==> config.mk <==
export PLATFORM = sky130hd
export DESIGN_NAME = quad_input_conditioner
export DESIGN_NICKNAME = d
export VERILOG_FILES = /design/src/rtl/quad_input_conditioner.sv
export SDC_FILE = /design/constraint.sdc
export NUM_CORES = 1
export LEC_CHECK = 0
export BUFFER_PORTS_ARGS = -buffer_cell sky130_fd_sc_hd__buf_2
export CAP_MARGIN = 20
export CORE_MARGIN = 2
export CORE_UTILIZATION = 35
export DETAILED_ROUTE_END_ITERATION = 10
export GPL_ROUTABILITY_DRIVEN = 0
export GPL_TIMING_DRIVEN = 0
export PLACE_DENSITY_LB_ADDON = 0.3
export SLEW_MARGIN = 20
export SYNTH_ARGS = -nofsm -noshare
export SYNTH_HDL_FRONTEND = slang
export SYNTH_SLANG_ARGS = --single-unit
==> constraint.sdc <==
create_clock -name clk -period 2.5 [get_ports clk]
set_input_delay 0.25 -clock clk [delete_from_list [all_inputs] [get_ports clk]]
set_output_delay 0.25 -clock clk [all_outputs]
set_load 0.02 [all_outputs]
==> src/rtl/quad_input_conditioner.sv <==
// quad_input_conditioner: sync + filter encoder pins A/B/Z, decode quadrature steps, index, illegal transitions
// Ports: clk/rst_n clock and async active-low reset; pins raw {Z,B,A}; count time base;
//        pins_clean filtered pins; step/dir quadrature step pulse and direction; index Z falling pulse;
//        illegal double-transition pulse; err_count saturating illegal count; edge_time count at last step;
//        armed startup complete.
module quad_input_conditioner #(
   parameter int FILTER_LEN = 4,
   parameter int TIME_W     = 51,
   parameter int ERR_W      = 16
) (
   input  logic              clk,
   input  logic              rst_n,
   input  logic [2:0]        pins,
   input  logic [TIME_W-1:0] count,
   output logic [2:0]        pins_clean,
   output logic              step,
   output logic              dir,
   output logic              index,
   output logic              illegal,
   output logic [ERR_W-1:0]  err_count,
   output logic [TIME_W-1:0] edge_time,
   output logic              armed
);
   localparam logic [7:0] FL_M1 = 8'(FILTER_LEN - 1);
   logic [2:0]        sync1_q, sync2_q, clean_q, clean_d, prev_q;
   logic [7:0]        cnt_q [3];
   logic [7:0]        cnt_d [3];
   logic [1:0]        st_q;
   logic              armed_q, step_q, dir_q, index_q, illegal_q;
   logic [ERR_W-1:0]  err_q;
   logic [TIME_W-1:0] time_q;
   logic [1:0]        ab_chg;
   logic              mv, bad, dec;
   always_comb begin
      clean_d = clean_q;
      for (int i = 0; i < 3; i++) begin
         cnt_d[i] = cnt_q[i] + 8'd1;
         if (sync2_q[i] == clean_q[i]) cnt_d[i] = '0;
         else if (cnt_q[i] == FL_M1) begin
            clean_d[i] = sync2_q[i];
            cnt_d[i]   = '0;
         end
      end
   end
   // A is bit 0, B is bit 1; for a single-bit Gray move, previous A equal to new B means a decrement
   assign ab_chg = clean_q[1:0] ^ prev_q[1:0];
   assign mv     = ^ab_chg;
   assign bad    = &ab_chg;
   assign dec    = ~(prev_q[0] ^ clean_q[1]);
   always_ff @(posedge clk or negedge rst_n) begin
      if (!rst_n) begin
         sync1_q   <= '0;
         sync2_q   <= '0;
         clean_q   <= 3'b100;
         prev_q    <= 3'b100;
         for (int i = 0; i < 3; i++) cnt_q[i] <= '0;
         st_q      <= '0;
         armed_q   <= 1'b0;
         step_q    <= 1'b0;
         dir_q     <= 1'b0;
         index_q   <= 1'b0;
         illegal_q <= 1'b0;
         err_q     <= '0;
         time_q    <= '0;
      end else begin
         sync1_q <= pins;
         sync2_q <= sync1_q;
         if (!armed_q) begin
            // startup: third edge takes the synchronised pins unfiltered so no spurious events fire
            st_q <= st_q + 2'd1;
            if (st_q == 2'd2) begin
               armed_q <= 1'b1;
               st_q    <= st_q;
               clean_q <= sync2_q;
               prev_q  <= sync2_q;
            end
         end else begin
            clean_q   <= clean_d;
            for (int i = 0; i < 3; i++) cnt_q[i] <= cnt_d[i];
            prev_q    <= clean_q;
            step_q    <= mv;
            illegal_q <= bad;
            index_q   <= prev_q[2] & ~clean_q[2];
            if (mv) begin
               dir_q  <= dec;
               time_q <= count;
            end
            if (bad && !(&err_q)) err_q <= err_q + 1'b1;
         end
      end
   end
   assign pins_clean = clean_q;
   assign step       = step_q;
   assign dir        = dir_q;
   assign index      = index_q;
   assign illegal    = illegal_q;
   assign err_count  = err_q;
   assign edge_time  = time_q;
   assign armed      = armed_q;
endmodule
==> out/qor.csv, run 1 <==
stage,metric,value,unit
outcome,status,finished clean,
floorplanning,chipWidth,121,um
clock_network,cts_buffer_depth,2,
critical_path,slowest_stage,dfrtp_1,
detailed_routing,drt_iter0_markers,145,
hold_path,hold_path_class,in -> reg,
detailed_routing,wl_per_cell,14.3,um
synth,syn_nets,442,
critical_path,critPathRequiredTime,2730,ps
clock_network,cts_tree,done,
synth,synth_flop_cell,dfrtp_1,
critical_path,path_delay_family,flip-flops,
synth,yosysSeqAreaShare,0.577,
final_layout,final_nets,587,
clock_network,cts-root-buf,clkbuf_16,
detailed_routing,dr.pass1.iters,4,
detailed_routing,ant_nets,0,
floorplanning,rows,42,
placed_design,port_buffers,130,
placed_design,place_area,0.00568,mm^2
floorplanning,pin_count,131,
grt,grt_max_degree,79,
grt,first_global_vias,3476,
detailed_routing,avgViaCountPerCell,4.79,
timing,tightest_slew,514,ps
placed_design,dp_hpwl,7470,um
detailed_routing,drt-total-wl,10100,um
detailed_routing,dr_total_vias,3369,
critical_path,max_stage_delay,470,ps
timing,clock-skew-final,9.06,ps
detailed_routing,drc,0,
synth,syn_inst,377,
grt,grt_usage,0.145,
final_layout,final_area,0.00606,mm^2
timing,drv_slew,0,
final_layout,layout-drive-gt1-share,0.423,
grt,antenna_found_initial,0,
floorplanning,coreArea,0.0133,mm^2
timing,period_minus_slack,2220,ps
synth,syn-cell-area,0.00477,mm^2
critical_path,cp-start-kind,register,
critical_path,critical_path_class,reg -> reg,
power_and_ir_drop,p_per_area,1490,mW/mm^2
floorplanning,start_util,0.359,
final_layout,n_antenna_cell,0,
timing,setup_violations,0,
final_layout,nFillCells,1250,
timing,fmax,451,MHz
timing,hold_viol_final,0,
timing,grt_setup_unrepaired,false,
synth,synthDistinctLibCells,37,
power_and_ir_drop,ir_drop,1.06,mV
clock_network,clkTransAtPathRegs,80,ps
power_and_ir_drop,power,9050,uW
synth,syn-mean-instance-area,12.7,um^2
critical_path,worst-path-buf-inv,1,
clock_network,cts-resized-gates,0,
floorplanning,die_area,0.0146,mm^2
synth,synth_edf_count,0,
grt,grt_overflow_total,0,
critical_path,worst_setup_path_end_kind,register,
synth,yosysWarnings,0,
timing,relSlewSlack,0.658,
critical_path,arrival,2450,ps
synth,async_flop_share,1.00,
final_layout,syn_to_final_growth,27.0,%
floorplanning,dieHeight,121,um
clock_network,cts_buffers,9,
clock_network,cts_setup_buffers,0,
synth,ys_seq_elements,110,
critical_path,worstPathCellList,"xor2_1, ha_1, nand2_1, clkbuf_1, mux2_2",
timing,period_share,0.887,
grt,grt_pass1_wl,16800,um
clock_network,worst_skew_pair.late_latency,350,ps
power_and_ir_drop,p_leak,0.00300,uW
run,cap_violations,0,
critical_path,crit_fanout,10,
clock_network,cts.sinks,110,
clock_network,htreeDepth,3,
[kinds of logic after synthesis]
group                    Yosys count  synth area share
multiplexers                      62             0.145
AO/OA/AOI/OAI                     50            0.0697
AND/OR/NAND/NOR                   91             0.107
buffers and inverters             29            0.0307
adder cells (fa/ha/maj)            9            0.0236
XOR/XNOR                          26            0.0477
flip-flops                       110             0.577
[cell usage after synthesis (all sizes together), types with 6 or more instances]
| cell | n | area share |
|---|---|---|
| xnor2 | 13 | 0.024 |
| dfrtp | 108 | 0.57 |
| nor3 | 6 | 0.0063 |
| nand2 | 20 | 0.016 |
| nor2 | 11 | 0.0086 |
| ha | 9 | 0.024 |
| nand4 | 8 | 0.010 |
| xor2 | 13 | 0.024 |
| inv | 14 | 0.011 |
| and3 | 7 | 0.0092 |
| nand3 | 10 | 0.010 |
| buf | 10 | 0.016 |
| o22ai | 6 | 0.0079 |
| a21o | 14 | 0.022 |
| o21ai | 22 | 0.025 |
| nor3b | 7 | 0.011 |
| mux2i | 6 | 0.013 |
| nor4 | 8 | 0.010 |
| mux2 | 56 | 0.13 |
[power breakdown]
part / switching [uW] / total [uW] / internal, uW
Combinational: 2300 / 4490 / 2190
Clock: 648 / 1660 / 1010
Sequential: 410 / 2900 / 2490
[cell usage in the layout (no fill, tap or decap), types with 2 or more instances in the layout]
master	Yosys	layout
a21oi_1	3	3
o211ai_2	3	3
o21ai_2	2	2
or4b_4	3	3
nor3_1	6	6
nand4_1	8	8
xor2_1	13	13
buf_2	6	135
o21ai_0	14	14
nor3b_1	7	7
bufinv_16	0	3
or3_1	3	3
clkbuf_16	0	9
clkinv_4	0	2
o21ai_1	6	6
nor4_1	8	8
nor2_1	11	11
o22ai_1	6	6
dfstp_2	2	2
nand2_1	20	20
mux2i_1	6	6
nand3_1	10	10
ha_1	9	9
and2_1	3	3
xnor2_1	13	13
mux2_2	55	55
inv_1	14	14
dlygate4sd3_1	0	3
clkbuf_1	5	5
buf_6	4	5
and3_1	7	7
dfrtp_1	108	108
a21o_1	14	14
[flip-flops by register name, summed over array words and instances (netlist names)]
signal / count
armed: 1
cnt_q: 24
dir: 1
edge_time: 51
err_count: 16
illegal: 1
index: 1
pins_clean: 3
prev_q: 3
st_q: 2
step: 1
sync1_q: 3
sync2_q: 3
[worst paths after layout]
kind / startpoint / cells after the start / endpoint / slack (ps)
worst max-delay path: pins_clean[1]$_DFFE_PN0P_ / 5 / edge_time[15]$_DFFE_PN0P_ / 280
worst min-delay path: pins[2] / 1 / sync1_q[2]$_DFF_PN0_ / 20
worst max register to register: pins_clean[1]$_DFFE_PN0P_ / 5 / edge_time[15]$_DFFE_PN0P_ / 280
worst min register to register: sync1_q[0]$_DFF_PN0_ / 0 / sync2_q[0]$_DFF_PN0_ / 350
max in group asynchronous: rst_n / 3 / edge_time[42]$_DFFE_PN0P_ / 1450
min in group asynchronous: rst_n / 2 / cnt_q[3]$_DFFE_PN0P_ / 370
[cell type report]
type	count	area, um^2	area share
plain buffers	15	93.8	0.0155
flip-flops and latches	110	2760	0.454
multi-input cells	238	1870	0.309
clock buffers	10	239	0.0394
inverters	14	52.6	0.00867
repair buffers	134	714	0.118
clock inverters	6	116	0.0192
well taps	176	220	0.0363
[what timing repair did]
item                       in CTS  in global routing
setup endpoints to repair       0                  0
hold buffers                    2                  1
hold endpoints to repair       33                  1
[metal layers]
metal	vias to the layer above	global-route usage	routed length, um
met2	90	0.232	4830
met4	0	0.0494	163
met1	1649	0.184	4360
li1	1620	-	-
met3	10	0.0491	694
met5	-	0	0
[stage by stage]
stage | std cells | TNS [ps] | util | hold slack (ps) | setup WS (ps)
final | 703 | 0 | 0.456 | 15.1 | 282
after global routing | 703 | 0 | 0.456 | 0.976 | 142
after CTS | 702 | 0 | 0.455 | 0.717 | 209
after detailed placement | 684 | 0 | 0.427 | 164 | 232
after global placement | 683 | -7600 | 0.425 | 340 | -78.5
after floorplan | 377 | 0 | - | -45.6 | 534
Power figures use the tool's default switching activity.
==> inputs of run 2 (changes only) <==
ABC_AREA = 1   (was default)
==> out/qor.csv, run 2 <==
stage,metric,value,unit,change
outcome,status,finished clean,,
power_and_ir_drop,p_per_area,1410,mW/mm^2,-5.7%
floorplanning,start_util,0.360,,+0.000720
synth,synth.largest_area_cell,dfrtp_1,,
synth,async_flop_share,1.00,,unchanged
synth,syn-mean-instance-area,9.87,um^2,-22%
placed_design,port_buffers,130,,unchanged
clock_network,cts_setup_buffers,0,,unchanged
final_layout,final_common_cell,nand2_1,,
power_and_ir_drop,ir_drop,1.11,mV,+4.4%
floorplanning,die_area,0.0154,mm^2,+5.2%
synth,ys_seq_elements,110,,unchanged
critical_path,critPathRequiredTime,2740,ps,about the same
hold_path,hold_path_class,in -> reg,,
power_and_ir_drop,p_seq_frac,0.330,,+0.010
grt,grt_max_degree,58,,-27%
detailed_routing,drt-total-wl,11100,um,+10%
timing,hold_ws,125,ps,+110 ps
synth,yosysMostFrequentCell,nand2_1,,
synth,synth_top_area_share,0.537,,-0.0291
timing,tightest_slew,568,ps,+54.5 ps
critical_path,cp-start-kind,register,,
synth,yosysSeqAreaShare,0.547,,-0.0297
floorplanning,dieHeight,124,um,+2.6%
clock_network,worst_skew_pair.late_latency,350,ps,about the same
timing,grt_setup_unrepaired,false,,
final_layout,final_area,0.00626,mm^2,+3.3%
final_layout,stdcell_count,840,,+19%
floorplanning,chipWidth,124,um,+2.6%
final_layout,nFillCells,1367,,+9.4%
clock_network,cts_buffer_depth,2,,unchanged
run,cap_violations,0,,unchanged
grt,grt_pass1_wl,18400,um,+10%
detailed_routing,ant_nets,0,,unchanged
final_layout,layout-drive-gt1-share,0.327,,-0.0959
synth,syn-cell-area,0.00503,mm^2,+5.4%
synth,yosysWarnings,0,,unchanged
critical_path,arrival,2190,ps,-260 ps
power_and_ir_drop,p_clk_frac,0.159,,-0.025
floorplanning,pin_count,131,,unchanged
final_layout,largest_reg_flops,51,,unchanged
timing,fmax,512,MHz,+13%
grt,grt_overflow_total,0,,unchanged
power_and_ir_drop,p_comb_frac,0.511,,+0.015
final_layout,n_antenna_cell,0,,unchanged
final_layout,ff_latch_area,0.00276,mm^2,unchanged
timing,drv_slew,0,,unchanged
final_layout,final_nets,721,,+23%
clock_network,cts.sinks,110,,unchanged
power_and_ir_drop,p_leak,0.00314,uW,+4.6%
floorplanning,coreArea,0.0140,mm^2,+5.2%
synth,syn_inst,510,,+35%
timing,setup_violations,0,,unchanged
clock_network,cts_buffers,9,,unchanged
critical_path,worst_setup_path_end_kind,register,,
detailed_routing,dr.pass1.iters,4,,unchanged
timing,period_share,0.782,,-0.105
synth,synthDistinctLibCells,31,,-16%
timing,relSlewSlack,0.621,,-0.0363
placed_design,post-place-ws,496,ps,+264 ps
final_layout,layout_common_cells,"152 x nand2_1, 134 x buf_2, 108 x dfrtp_1",,
synth,synthTopCellsByArea,"dfrtp_1 54%, mux2_2 11%, nand2_1 11%",,
grt,first_global_vias,3971,,+14%
floorplanning,rows,43,,+2.4%
timing,period_minus_slack,1950,ps,-264 ps
placed_design,dp_cells,821,,+20%
power_and_ir_drop,p_int,5360,uW,-5.7%
synth,ys_top_cells_by_count,"152 x nand2_1, 108 x dfrtp_1, 51 x mux2_2",,
clock_network,cts_tree,done,,
synth,synth_flop_cell,dfrtp_1,,
critical_path,crit_fanout,10,,unchanged
final_layout,multi_input_area,0.00205,mm^2,+9.7%
detailed_routing,drc,0,,unchanged
synth,syn_nets,575,,+30%
synth,synth_edf_count,0,,unchanged
critical_path,critical_path_class,reg -> reg,,
timing,final.setup.worst_slack,546,ps,+264 ps
power_and_ir_drop,power,8820,uW,-2.5%
placed_design,dp_hpwl,8160,um,+9.1%
grt,grt_usage,0.153,,+0.00774
power_and_ir_drop,switching_power,3450,uW,+2.8%
detailed_routing,wl_per_cell,13.2,um,-7.8%
final_layout,syn_to_final_growth,24.5,%,
clock_network,clkTransAtPathRegs,70,ps,about the same
placed_design,place_area,0.00594,mm^2,+4.6%
power_and_ir_drop,switching_share,0.392,,+0.0205
grt,antenna_found_initial,0,,unchanged
clock_network,cts-root-buf,clkbuf_16,,
clock_network,htreeDepth,3,,unchanged
detailed_routing,dr_total_vias,3921,,+16%
timing,hold_viol_final,0,,unchanged
detailed_routing,drt_iter0_markers,166,,+14%
timing,clock-skew-final,8.34,ps,-0.717 ps
detailed_routing,avgViaCountPerCell,4.67,,-2.6%
==> run 2: final timing paths <==
| check | start | to | slack, ps | cells past startpoint |
|---|---|---|---|---|
| setup / recovery | pins_clean[1]$_DFFE_PN0P_ | edge_time[16]$_DFFE_PN0P_ | 550 | 5 |
| hold / removal | count[14] | edge_time[14]$_DFFE_PN0P_ | 120 | 2 |
| setup reg to reg | pins_clean[1]$_DFFE_PN0P_ | edge_time[16]$_DFFE_PN0P_ | 550 | 5 |
| hold reg to reg | sync1_q[0]$_DFF_PN0_ | sync2_q[0]$_DFF_PN0_ | 350 | 0 |
| max in group asynchronous | rst_n | pins_clean[2]$_DFFE_PN1P_ | 1360 | 3 |
| min in group asynchronous | rst_n | edge_time[31]$_DFFE_PN0P_ | 430 | 2 |
==> run 2: per-layer routing <==
| layer | routed length (um) | part of all wire | GRT usage | up-vias |
|---|---|---|---|---|
| li1 | - | - | - | 1945 |
| met1 | 4720 | 0.43 | 0.185 | 1870 |
| met2 | 5430 | 0.49 | 0.251 | 93 |
| met3 | 745 | 0.067 | 0.0472 | 13 |
| met4 | 176 | 0.016 | 0.0688 | 0 |
| met5 | 0 | 0 | 0 | - |
==> run 2: power by group through the flow <==
stage	combinational [uW]	sequential, uW	clock [uW]
6_report	4500	2910	1400
3_5_place_dp	4630	2940	0
3_3_place_gp	4480	2900	0
2_1_floorplan	2740	3520	0
5_1_grt	4970	3000	1520
4_1_cts	4630	2920	1450
==> run 2: through the flow <==
stage                      util  TNS, ps
after floorplan               -        0
after global placement    0.422   -11720
after detailed placement  0.425        0
after CTS                 0.447        0
after global routing      0.448        0
final                     0.448        0
==> run 2: layout make-up <==
class / instances / share of cell area
Tap cell: 180 / 0.0359
Clock inverter: 4 / 0.00779
Inverter: 42 / 0.0252
Multi-Input combinational cell: 347 / 0.328
Buffer: 11 / 0.0106
Clock buffer: 11 / 0.0371
Sequential cell: 110 / 0.440
Timing Repair Buffer: 135 / 0.116
==> run 2: logic make-up (layout without fill, tap and decap cells) <==
kind of cell | after synthesis | in the layout | synth area share
XOR/XNOR | 22 | 22 | 0.0383
flip-flops | 110 | 110 | 0.547
AND/OR/NAND/NOR | 230 | 230 | 0.193
adder cells (fa/ha/maj) | 9 | 9 | 0.0224
buffers and inverters | 53 | 203 | 0.0445
multiplexers | 51 | 51 | 0.114
AO/OA/AOI/OAI | 35 | 35 | 0.0405
==> run 2: critical path, stage by stage (launching register included) <==
cell and delay, ps:
dfrtp_1 470, xor2_1 190, ha_1 290, nand2_2 190, buf_2 320, mux2_2 370
==> run 2: timing repair <==
action | in CTS | in global routing
endpoints found under the setup margin | 0 | 0
hold endpoints to repair | 58 | 1
hold buffers | 3 | 1
resized for setup | 0 | 0
==> inputs of run 3 (changes only) <==
ABC_AREA = 0   (was 1)
clock period = 1.8 ns   (was 2.5 ns; I/O delays follow)
==> out/qor.csv, run 3 (synthesis results as in run 1) <==
stage,metric,value,unit,change
outcome,status,finished clean,,
timing,tns,0,ps,unchanged
floorplanning,rows,42,,-2.3%
timing,tightest_slew,490,ps,-78.5 ps
grt,grt_max_degree,82,,+41%
critical_path,slowest_stage,or4b_4,,
critical_path,arrival,1980,ps,-210 ps
final_layout,n_antenna_cell,0,,unchanged
power_and_ir_drop,ir_drop,1.84,mV,+66%
timing,relSlewSlack,0.674,,+0.0523
final_layout,stdcell_count,726,,-14%
timing,clock-skew-final,5.46,ps,-2.89 ps
clock_network,cts_buffer_depth,2,,unchanged
timing,period_share,0.967,,+0.185
timing,period_minus_slack,1740,ps,-213 ps
clock_network,cts.sinks,110,,unchanged
detailed_routing,drc,0,,unchanged
grt,grt_overflow_total,0,,unchanged
detailed_routing,ant_nets,0,,unchanged
timing,grt_setup_unrepaired,true,,
final_layout,final_nets,610,,-15%
timing,drv_slew,0,,unchanged
floorplanning,dieHeight,121,um,-2.5%
clock_network,cts_buffers,9,,unchanged
floorplanning,pin_count,131,,unchanged
final_layout,layout_common_cells,"131 x buf_2, 103 x dfrtp_1, 55 x mux2_2",,
detailed_routing,drt_iter0_markers,92,,-45%
floorplanning,chipWidth,121,um,-2.5%
clock_network,worst_skew_pair.late_latency,350,ps,about the same
timing,fmax,575,MHz,+12%
detailed_routing,dr_total_vias,3487,,-11%
critical_path,critical_path_class,reg -> reg,,
critical_path,r2r-start,cnt_q[9]$_DFFE_PN0P_,,
grt,antenna_found_initial,0,,unchanged
clock_network,cts_tree,done,,
hold_path,min_path_cells,2,,unchanged
timing,hold_ws,58.7,ps,-66.0 ps
critical_path,r2r_end,cnt_q[11]$_DFFE_PN0P_,,
grt,grt_usage,0.149,,-0.00389
floorplanning,start_util,0.359,,-0.000720
run,cap_violations,0,,unchanged
power_and_ir_drop,power,13000,uW,+48%
clock_network,htreeDepth,3,,unchanged
floorplanning,die_area,0.0146,mm^2,-5.0%
detailed_routing,drt-total-wl,10400,um,-6.0%
detailed_routing,wl_per_cell,14.3,um,+8.8%
critical_path,critPathRequiredTime,2040,ps,-700 ps
critical_path,startpoint,cnt_q[9]$_DFFE_PN0P_,,
final_layout,layout-drive-gt1-share,0.469,,+0.142
placed_design,port_buffers,130,,unchanged
critical_path,crit_fanout,5,,-5
grt,first_global_vias,3581,,-9.8%
critical_path,worst_setup_path_end_kind,register,,
clock_network,clkTransAtPathRegs,70,ps,about the same
final_layout,final_common_cell,buf_2,,
timing,setup_violations,0,,unchanged
grt,grt_pass1_wl,17200,um,-6.7%
clock_network,cts-root-buf,clkbuf_16,,
final_layout,final_core_util,0.471,,+0.0233
hold_path,hold_path_class,in -> reg,,
critical_path,cp-start-kind,register,,
critical_path,critPathCapture,cnt_q[11]$_DFFE_PN0P_,,
placed_design,dp_cells,684,,-17%
timing,hold_viol_final,0,,unchanged
final_layout,largest_reg_flops,51,,unchanged
critical_path,reg2reg_slack,60,ps,-490 ps
power_and_ir_drop,p_per_area,2080,mW/mm^2,+48%
critical_path,worstPathCellList,"ha_2, or4b_4, o211ai_4, buf_6, o21ai_1, a21o_1",,
power_and_ir_drop,p_leak,0.00308,uW,-1.9%
detailed_routing,avgViaCountPerCell,4.80,,+2.9%
critical_path,ff2ff_path_depth,6,,+1
placed_design,dp_hpwl,7500,um,-8.0%
final_layout,syn_to_final_growth,31.2,%,
detailed_routing,dr.pass1.iters,4,,unchanged
critical_path,max_stage_delay,480,ps,about the same
floorplanning,coreArea,0.0133,mm^2,-5.0%
-- run 3: changes by cell type in the layout (fill, tap and decap cells not counted), sizes merged, moves of 8 or more --
cell / change
nand2: -133
inv: -26
buf: +24
nor2: -23
nand3: -19
a21o: +14
nor4: +8
-- run 3: per-stage QoR --
step / cell area, um^2 / setup WS (ps)
6_report: 6260 / 59.4
5_1_grt: 6260 / -20.8
4_1_cts: 6160 / 0.495
3_5_place_dp: 5700 / -120
3_3_place_gp: 5660 / -899
2_1_floorplan: 4790 / 14.9
-- run 3: power by group --
group / internal (uW) / switching [uW]
logic: 3670 / 3450
clock network: 971 / 949
registers: 3460 / 520
total: 8100 / 4920
-- run 3: critical path: cells and delay by family (launching register included) --
family	cells	cell delay, ps
buf+inv	1	140
simple gates	1	480
fa+ha+maj	1	170
flops	1	360
compound gates	3	480
-- run 3: worst min path at each step --
| stage | start | end | slack, ps |
|---|---|---|---|
| finish | count[26] | edge_time[26]$_DFFE_PN0P_ | 60 |
| floorplan | rst_n | armed$_DFF_PN0_ | -120 |
| CTS | count[26] | edge_time[26]$_DFFE_PN0P_ | 50 |
| detailed placement | rst_n | err_count[13]$_DFFE_PN0P_ | 80 |
| global route | count[7] | edge_time[7]$_DFFE_PN0P_ | 40 |
| global placement | pins[1] | sync1_q[1]$_DFF_PN0_ | 290 |
-- run 3: area by class of cell --
type | instances | area (um^2)
clock inverter | 7 | 66.3
timing repair buffer | 157 | 887
fill | 1226 | 7030
tap | 176 | 220
clock buffer | 9 | 225
buffer | 15 | 124
sequential | 110 | 2760
inverter | 14 | 52.6
multi-input combinational | 238 | 1930
-- run 3: metal layers --
| layer | part of all wire | vias up | track usage |
|---|---|---|---|
| li1 | - | 1666 | - |
| met1 | 0.42 | 1704 | 0.184 |
| met2 | 0.48 | 107 | 0.237 |
| met3 | 0.082 | 10 | 0.0557 |
| met4 | 0.013 | 0 | 0.0581 |
| met5 | 0 | - | 0 |
-- run 3: what timing repair did --
item,4_1_cts,5_1_grt
pin swaps,0,17
hold buffers,4,0
gates cloned,0,1
endpoints found under the setup margin,66,62
endpoints found under the hold margin,32,0
setup buffers,11,10
resized for setup,9,9
